File: src/rtl/alu_arbiter.sv
// alu_arbiter: two-requester arbiter and sequencer for one shared 20-bit ALU.
// A request is accepted in IDLE, the ALU runs for one EXEC cycle on the
// registered operands, and the result is held in RESP until rsp_ready.

// Shared ALU: add, sub, and, or, xor; ops 101-111 give s=0.
// Equality output: be_select=1 -> e = (i0 == i1), be_select=0 -> e = (i0 != i1).
module ALU (
   input  logic [2:0]  op_select,
   input  logic        be_select,
   input  logic [19:0] i0,
   input  logic [19:0] i1,
   output logic [19:0] s,
   output logic        cout,
   output logic        e
);
   logic [20:0] wide;

   // result mux; carry/borrow is bit 20 of the 21-bit add/sub
   always_comb begin
      wide = 21'd0;
      s    = 20'd0;
      cout = 1'b0;
      case (op_select)
         3'b000: begin
            wide = {1'b0, i0} + {1'b0, i1};
            s    = wide[19:0];
            cout = wide[20];
         end
         3'b001: begin
            wide = {1'b0, i0} - {1'b0, i1};
            s    = wide[19:0];
            cout = wide[20];
         end
         3'b010:  s = i0 & i1;
         3'b011:  s = i0 | i1;
         3'b100:  s = i0 ^ i1;
         default: s = 20'd0;
      endcase
      e = be_select ? (i0 == i1) : (i0 != i1);
   end
endmodule

module alu_arbiter #(
   parameter int FAIR = 1
) (
   input  logic        clk,
   input  logic        rst_n,
   input  logic        req_valid0,
   input  logic        req_valid1,
   output logic        req_ready0,
   output logic        req_ready1,
   input  logic [2:0]  req_op0,
   input  logic [2:0]  req_op1,
   input  logic        req_be0,
   input  logic        req_be1,
   input  logic [19:0] req_a0,
   input  logic [19:0] req_b0,
   input  logic [19:0] req_a1,
   input  logic [19:0] req_b1,
   output logic        rsp_valid,
   input  logic        rsp_ready,
   output logic        rsp_id,
   output logic [19:0] rsp_s,
   output logic        rsp_cout,
   output logic        rsp_e,
   output logic        busy
);
   typedef enum logic [1:0] {IDLE = 2'd0, EXEC = 2'd1, RESP = 2'd2} state_t;

   state_t      state, state_next;
   logic        grant;
   logic        any_valid;
   logic        last_grant;
   logic        id_r;
   logic [2:0]  op_r;
   logic        be_r;
   logic [19:0] a_r, b_r;
   logic [19:0] alu_s;
   logic        alu_cout, alu_e;

   ALU u_alu (
      .op_select (op_r),
      .be_select (be_r),
      .i0        (a_r),
      .i1        (b_r),
      .s         (alu_s),
      .cout      (alu_cout),
      .e         (alu_e)
   );

   // grant selection: single requester wins outright, ties by FAIR mode
   always_comb begin
      any_valid = req_valid0 | req_valid1;
      if (req_valid0 && req_valid1)
         grant = (FAIR != 0) ? ~last_grant : 1'b0;
      else
         grant = req_valid1;
   end

   // state register; rsp_valid and busy are registered copies of the next state
   always_ff @(posedge clk or negedge rst_n) begin
      if (!rst_n) begin
         state     <= IDLE;
         rsp_valid <= 1'b0;
         busy      <= 1'b0;
      end else begin
         state     <= state_next;
         rsp_valid <= (state_next == RESP);
         busy      <= (state_next != IDLE);
      end
   end

   // next-state logic
   always_comb begin
      state_next = state;
      case (state)
         IDLE:    if (any_valid) state_next = EXEC;
         EXEC:    state_next = RESP;
         RESP:    if (rsp_ready) state_next = IDLE;
         default: state_next = IDLE;
      endcase
   end

   // request-side ready: only the granted, valid requester in IDLE
   always_comb begin
      req_ready0 = (state == IDLE) && req_valid0 && (grant == 1'b0);
      req_ready1 = (state == IDLE) && req_valid1 && (grant == 1'b1);
   end

   // operand capture on accept, result capture at the end of EXEC
   always_ff @(posedge clk or negedge rst_n) begin
      if (!rst_n) begin
         op_r       <= 3'd0;
         be_r       <= 1'b0;
         a_r        <= 20'd0;
         b_r        <= 20'd0;
         id_r       <= 1'b0;
         last_grant <= 1'b1;
         rsp_id     <= 1'b0;
         rsp_s      <= 20'd0;
         rsp_cout   <= 1'b0;
         rsp_e      <= 1'b0;
      end else begin
         if (state == IDLE && any_valid) begin
            op_r       <= grant ? req_op1 : req_op0;
            be_r       <= grant ? req_be1 : req_be0;
            a_r        <= grant ? req_a1  : req_a0;
            b_r        <= grant ? req_b1  : req_b0;
            id_r       <= grant;
            last_grant <= grant;
         end
         if (state == EXEC) begin
            rsp_s    <= alu_s;
            rsp_cout <= alu_cout;
            rsp_e    <= alu_e;
            rsp_id   <= id_r;
         end
      end
   end
endmodule
File: config.mk
export PLATFORM = sky130hd
export DESIGN_NAME = alu_arbiter
export DESIGN_NICKNAME = d
export VERILOG_FILES = /design/src/rtl/alu_arbiter.sv
export SDC_FILE = /design/constraint.sdc
export NUM_CORES = 1
export LEC_CHECK = 0
export BUFFER_PORTS_ARGS = -buffer_cell sky130_fd_sc_hd__buf_2
export CAP_MARGIN = 20
export CORE_AREA = 4 4 111 113
export DETAILED_ROUTE_END_ITERATION = 6
export DIE_AREA = 0 0 115 117
export GPL_TIMING_DRIVEN = 1
export HOLD_SLACK_MARGIN = 0.03
export PLACE_DENSITY = 0.8
export SETUP_SLACK_MARGIN = 0.1
export SLEW_MARGIN = 0
export SYNTH_ARGS = -nofsm -noshare
export SYNTH_HDL_FRONTEND = slang
export SYNTH_SLANG_ARGS = --single-unit
export TNS_END_PERCENT = 50
File: constraint.sdc
create_clock -name clk -period 3.8 [get_ports clk]
set_clock_uncertainty 0.1 [all_clocks]
set_input_delay 1.14 -clock clk [delete_from_list [all_inputs] [get_ports clk]]
set_output_delay 1.14 -clock clk [all_outputs]
set_load 0.005 [all_outputs]
==> summary.txt <==
Synthesis
  • Netlist Area Pre-Place: 6300 sq um
  • Number of flops mapped to enable cells by yosys: 0
  • Ys Warns: 0
  • #FFs+latches synth: 73
  • Syn Nets: 948
  • Share of the synthesized area in the top cell type: 28.6%
  • Synth Area per Inst: 7.99 sq um
  • Most common cell in the synthesized netlist: nand2_1
  • Yosys cell types: 66
  • Sequential area share after synthesis: 29.0%
  • Largest area contributor in the netlist: dfrtp_1
  • Ys async rst share: 100%
  • Predominant post-synthesis flop cell: dfrtp_1
  • Cells after Synth: 788
  • Post-synth top cells: nand2_1, o21ai_0, dfrtp_1, ha_1, inv_1
  • Area contributors post-synth: dfrtp_1, ha_1, mux2i_1

Die
  • FP Rows: 39
  • Die area: 13500 sq um
  • Initial Util: 55.6%
  • Placeable Area: 11300 sq um
  • Chip height: 117 microns
  • I/O pin cnt: 120
  • Chip Width: 115 microns

Placed design
  • GP Congestion: 0.970
  • Dpl hpwl: 13100 microns
  • Placed insts: 1015
  • Port Buf Inserts: 119
  • Post-DP Area: 7000 sq um

Clocking
  • Clock transition at path regs: 60 ps
  • TritonCTS Buffers: 9
  • Post-CTS Resized: 0
  • CTS tree: done
  • Setup bufs post-CTS: 0
  • Clock sinks: 73
  • Worst skew pair latency: 350 ps
  • Root Buffer: clkbuf_16
  • Hold-fix buffers, CTS: 0
  • H-tree Lvls: 3
  • CTS max path bufs: 2

Layout
  • Area occupied by multi-input gates: 4070 sq um
  • Layout fillers: 992
  • Final-stage net count: 1043
  • Fraction of layout cells with a size suffix above 1: 17.5%
  • Final Non-Filler Cells: 1031
  • Antenna Cells: 0
  • Final non-filler cell area: 7310 sq um
  • P&R area growth vs syn: 16.2%
  • Util after Layout: 64.6%
  • FF/Latch Area: 1830 sq um

Timing
  • Fin. Hold Viols: 0
  • Final period util: 93.1%
  • Final setup fails: 0
  • Max Slew Vio Count: 0
  • Worst-margin pin slew: 888 ps
  • RSZ-0062 raised after global routing: false
  • Fin Hold WS: 374 ps
  • Fmax: 283 MHz
  • Setup total negative slack: 0 ps
  • Min Tclk post-route: 3540 ps
  • Slew headroom: 40.8%

Critical path
  • Worst EP arrival: 3660 ps
  • Critical path buffer and inverter count: 0
  • Worst path most repeated cell: o21ai_0
  • Worst Setup Start Kind: flop
  • Largest stage delay, worst path: 500 ps
  • CP top delay family: compound AO/OA/AOI/OAI gates
  • Crit end category: flop
  • Worst-path maximum fanout: 4
  • Crit Path Class: reg -> reg
  • Crit path cell chain: ha_1, fa_1, a21oi_1, o22ai_1, o21ai_0, o21ai_0, a221o_1, a221o_1, a21oi_1, o21ai_0
  • Worst EP required: 3920 ps
  • Slowest cell on the critical path: o21ai_0

Routing
  • DR vias/cell: 5.94
  • First-pass detailed-route iteration total: 5
  • Initial DRC Count: 601
  • Per-cell routed wire length: 17.1 microns
  • DRC: 0
  • Via count: 6122
  • Post-Route WL: 17600 microns
  • Antenna-violating nets left: 0

Power and ir drop
  • Sequential Power Share: 20.1%
  • Pleak: 3.60 nW
  • Combinational power share: 68.1%
  • Switching share of power: 52.4%
  • Sw power: 4.02 mW
  • Clock group share of total power: 11.8%
  • Power Density: 1050 nW/um^2
  • P_int: 3.65 mW
  • Worst vdd ir: 0.000393 V

GRT
  • Pin count of the biggest net entering global routing: 93
  • Grt ovf: 0
  • Tot GR Track Use: 26.3%
  • Number of global-route vias before repair: 5524
  • Initial antenna violation count: 0
  • First-pass GRT wire length: 27900 microns

Status
  • Status: complete, no violations

Run
  • Max-Cap Viols: 0

Worst hold path
  • Worst min path class: reg -> reg
registers in the layout, indices dropped and copies added (netlist names), 2 cells and up:
| signal | count |
|---|---|
| a_r | 20 |
| b_r | 20 |
| op_r | 3 |
| rsp_s | 20 |
| state | 2 |
placed cells by master (no fill, tap or decap), types with 5 or more instances in the layout:
cell,count
a211oi_1,14
a21o_1,8
a21oi_1,53
a221o_1,8
a31oi_1,8
and3_1,5
buf_2,118
buf_4,12
clkbuf_16,9
dfrtp_1,72
ha_1,65
inv_1,63
mux2i_1,49
nand2_1,96
nand2b_1,9
nand3_1,8
nand4_1,5
nor2_1,56
nor2b_1,8
nor3_1,17
o211ai_1,6
o21ai_0,91
o21bai_1,7
o22ai_1,10
xnor2_1,9
power groups by stage:
stage | clock [mW] | combinational (mW) | sequential [mW]
3_3_place_gp | 0 | 4.97 | 1.52
2_1_floorplan | 0 | 3.82 | 1.42
3_5_place_dp | 0 | 5.03 | 1.55
6_report | 0.903 | 5.23 | 1.54
5_1_grt | 0.948 | 5.73 | 1.60
4_1_cts | 0.903 | 5.10 | 1.53
metal layers:
metal / vias to the layer above / wire [microns] / track usage [%] / part of all wire, %
met5: - / 0 / 0 / 0
met4: 0 / 545 / 10.3 / 3.1
met3: 55 / 1750 / 3.96 / 9.9
met2: 332 / 7660 / 39.7 / 43
met1: 2737 / 7690 / 38.1 / 44
li1: 2998 / - / - / -
final timing paths:
kind | start | endpoint | slack [ps] | cells past startpoint
setup reg to reg | b_r[0] | rsp_s[14] | 260 | 10
min in group asynchronous | rst_n | a_r[9] | 810 | 1
hold reg to reg | rsp_id | rsp_id | 370 | 2
hold / removal | rsp_id | rsp_id | 370 | 2
setup / recovery | b_r[0] | rsp_s[14] | 260 | 10
max in group asynchronous | rst_n | b_r[19] | 2220 | 1
through the flow:
step                      power [mW]  setup WS (ps)
final                           7.67            260
after global routing            8.28            170
after CTS                       7.54            385
after detailed placement        6.58            427
after global placement          6.49            524
after floorplan                 5.23            331
cell type report:
class	instances	share of cell area, %
multi-input cells	603	55.6
repair buffers	130	9.31
clock buffers	9	3.08
inverters	66	3.39
flip-flops and latches	73	25.0
well taps	143	2.45
clock inverters	7	1.16
tightest hold or removal path: cells and delay by family (launching register included):
kind | cells | cell delay, ps
simple gates | 2 | 100
flops | 1 | 340
cells by family after synthesis:
| family | Yosys count | synth area share [%] |
|---|---|---|
| compound gates | 259 | 26.2 |
| xor+xnor | 10 | 1.39 |
| fa+ha+maj | 67 | 13.6 |
| buf+inv | 112 | 6.72 |
| flops | 73 | 29.0 |
| mux | 49 | 7.79 |
| simple gates | 218 | 15.3 |
(Power assumes the default switching activity.)
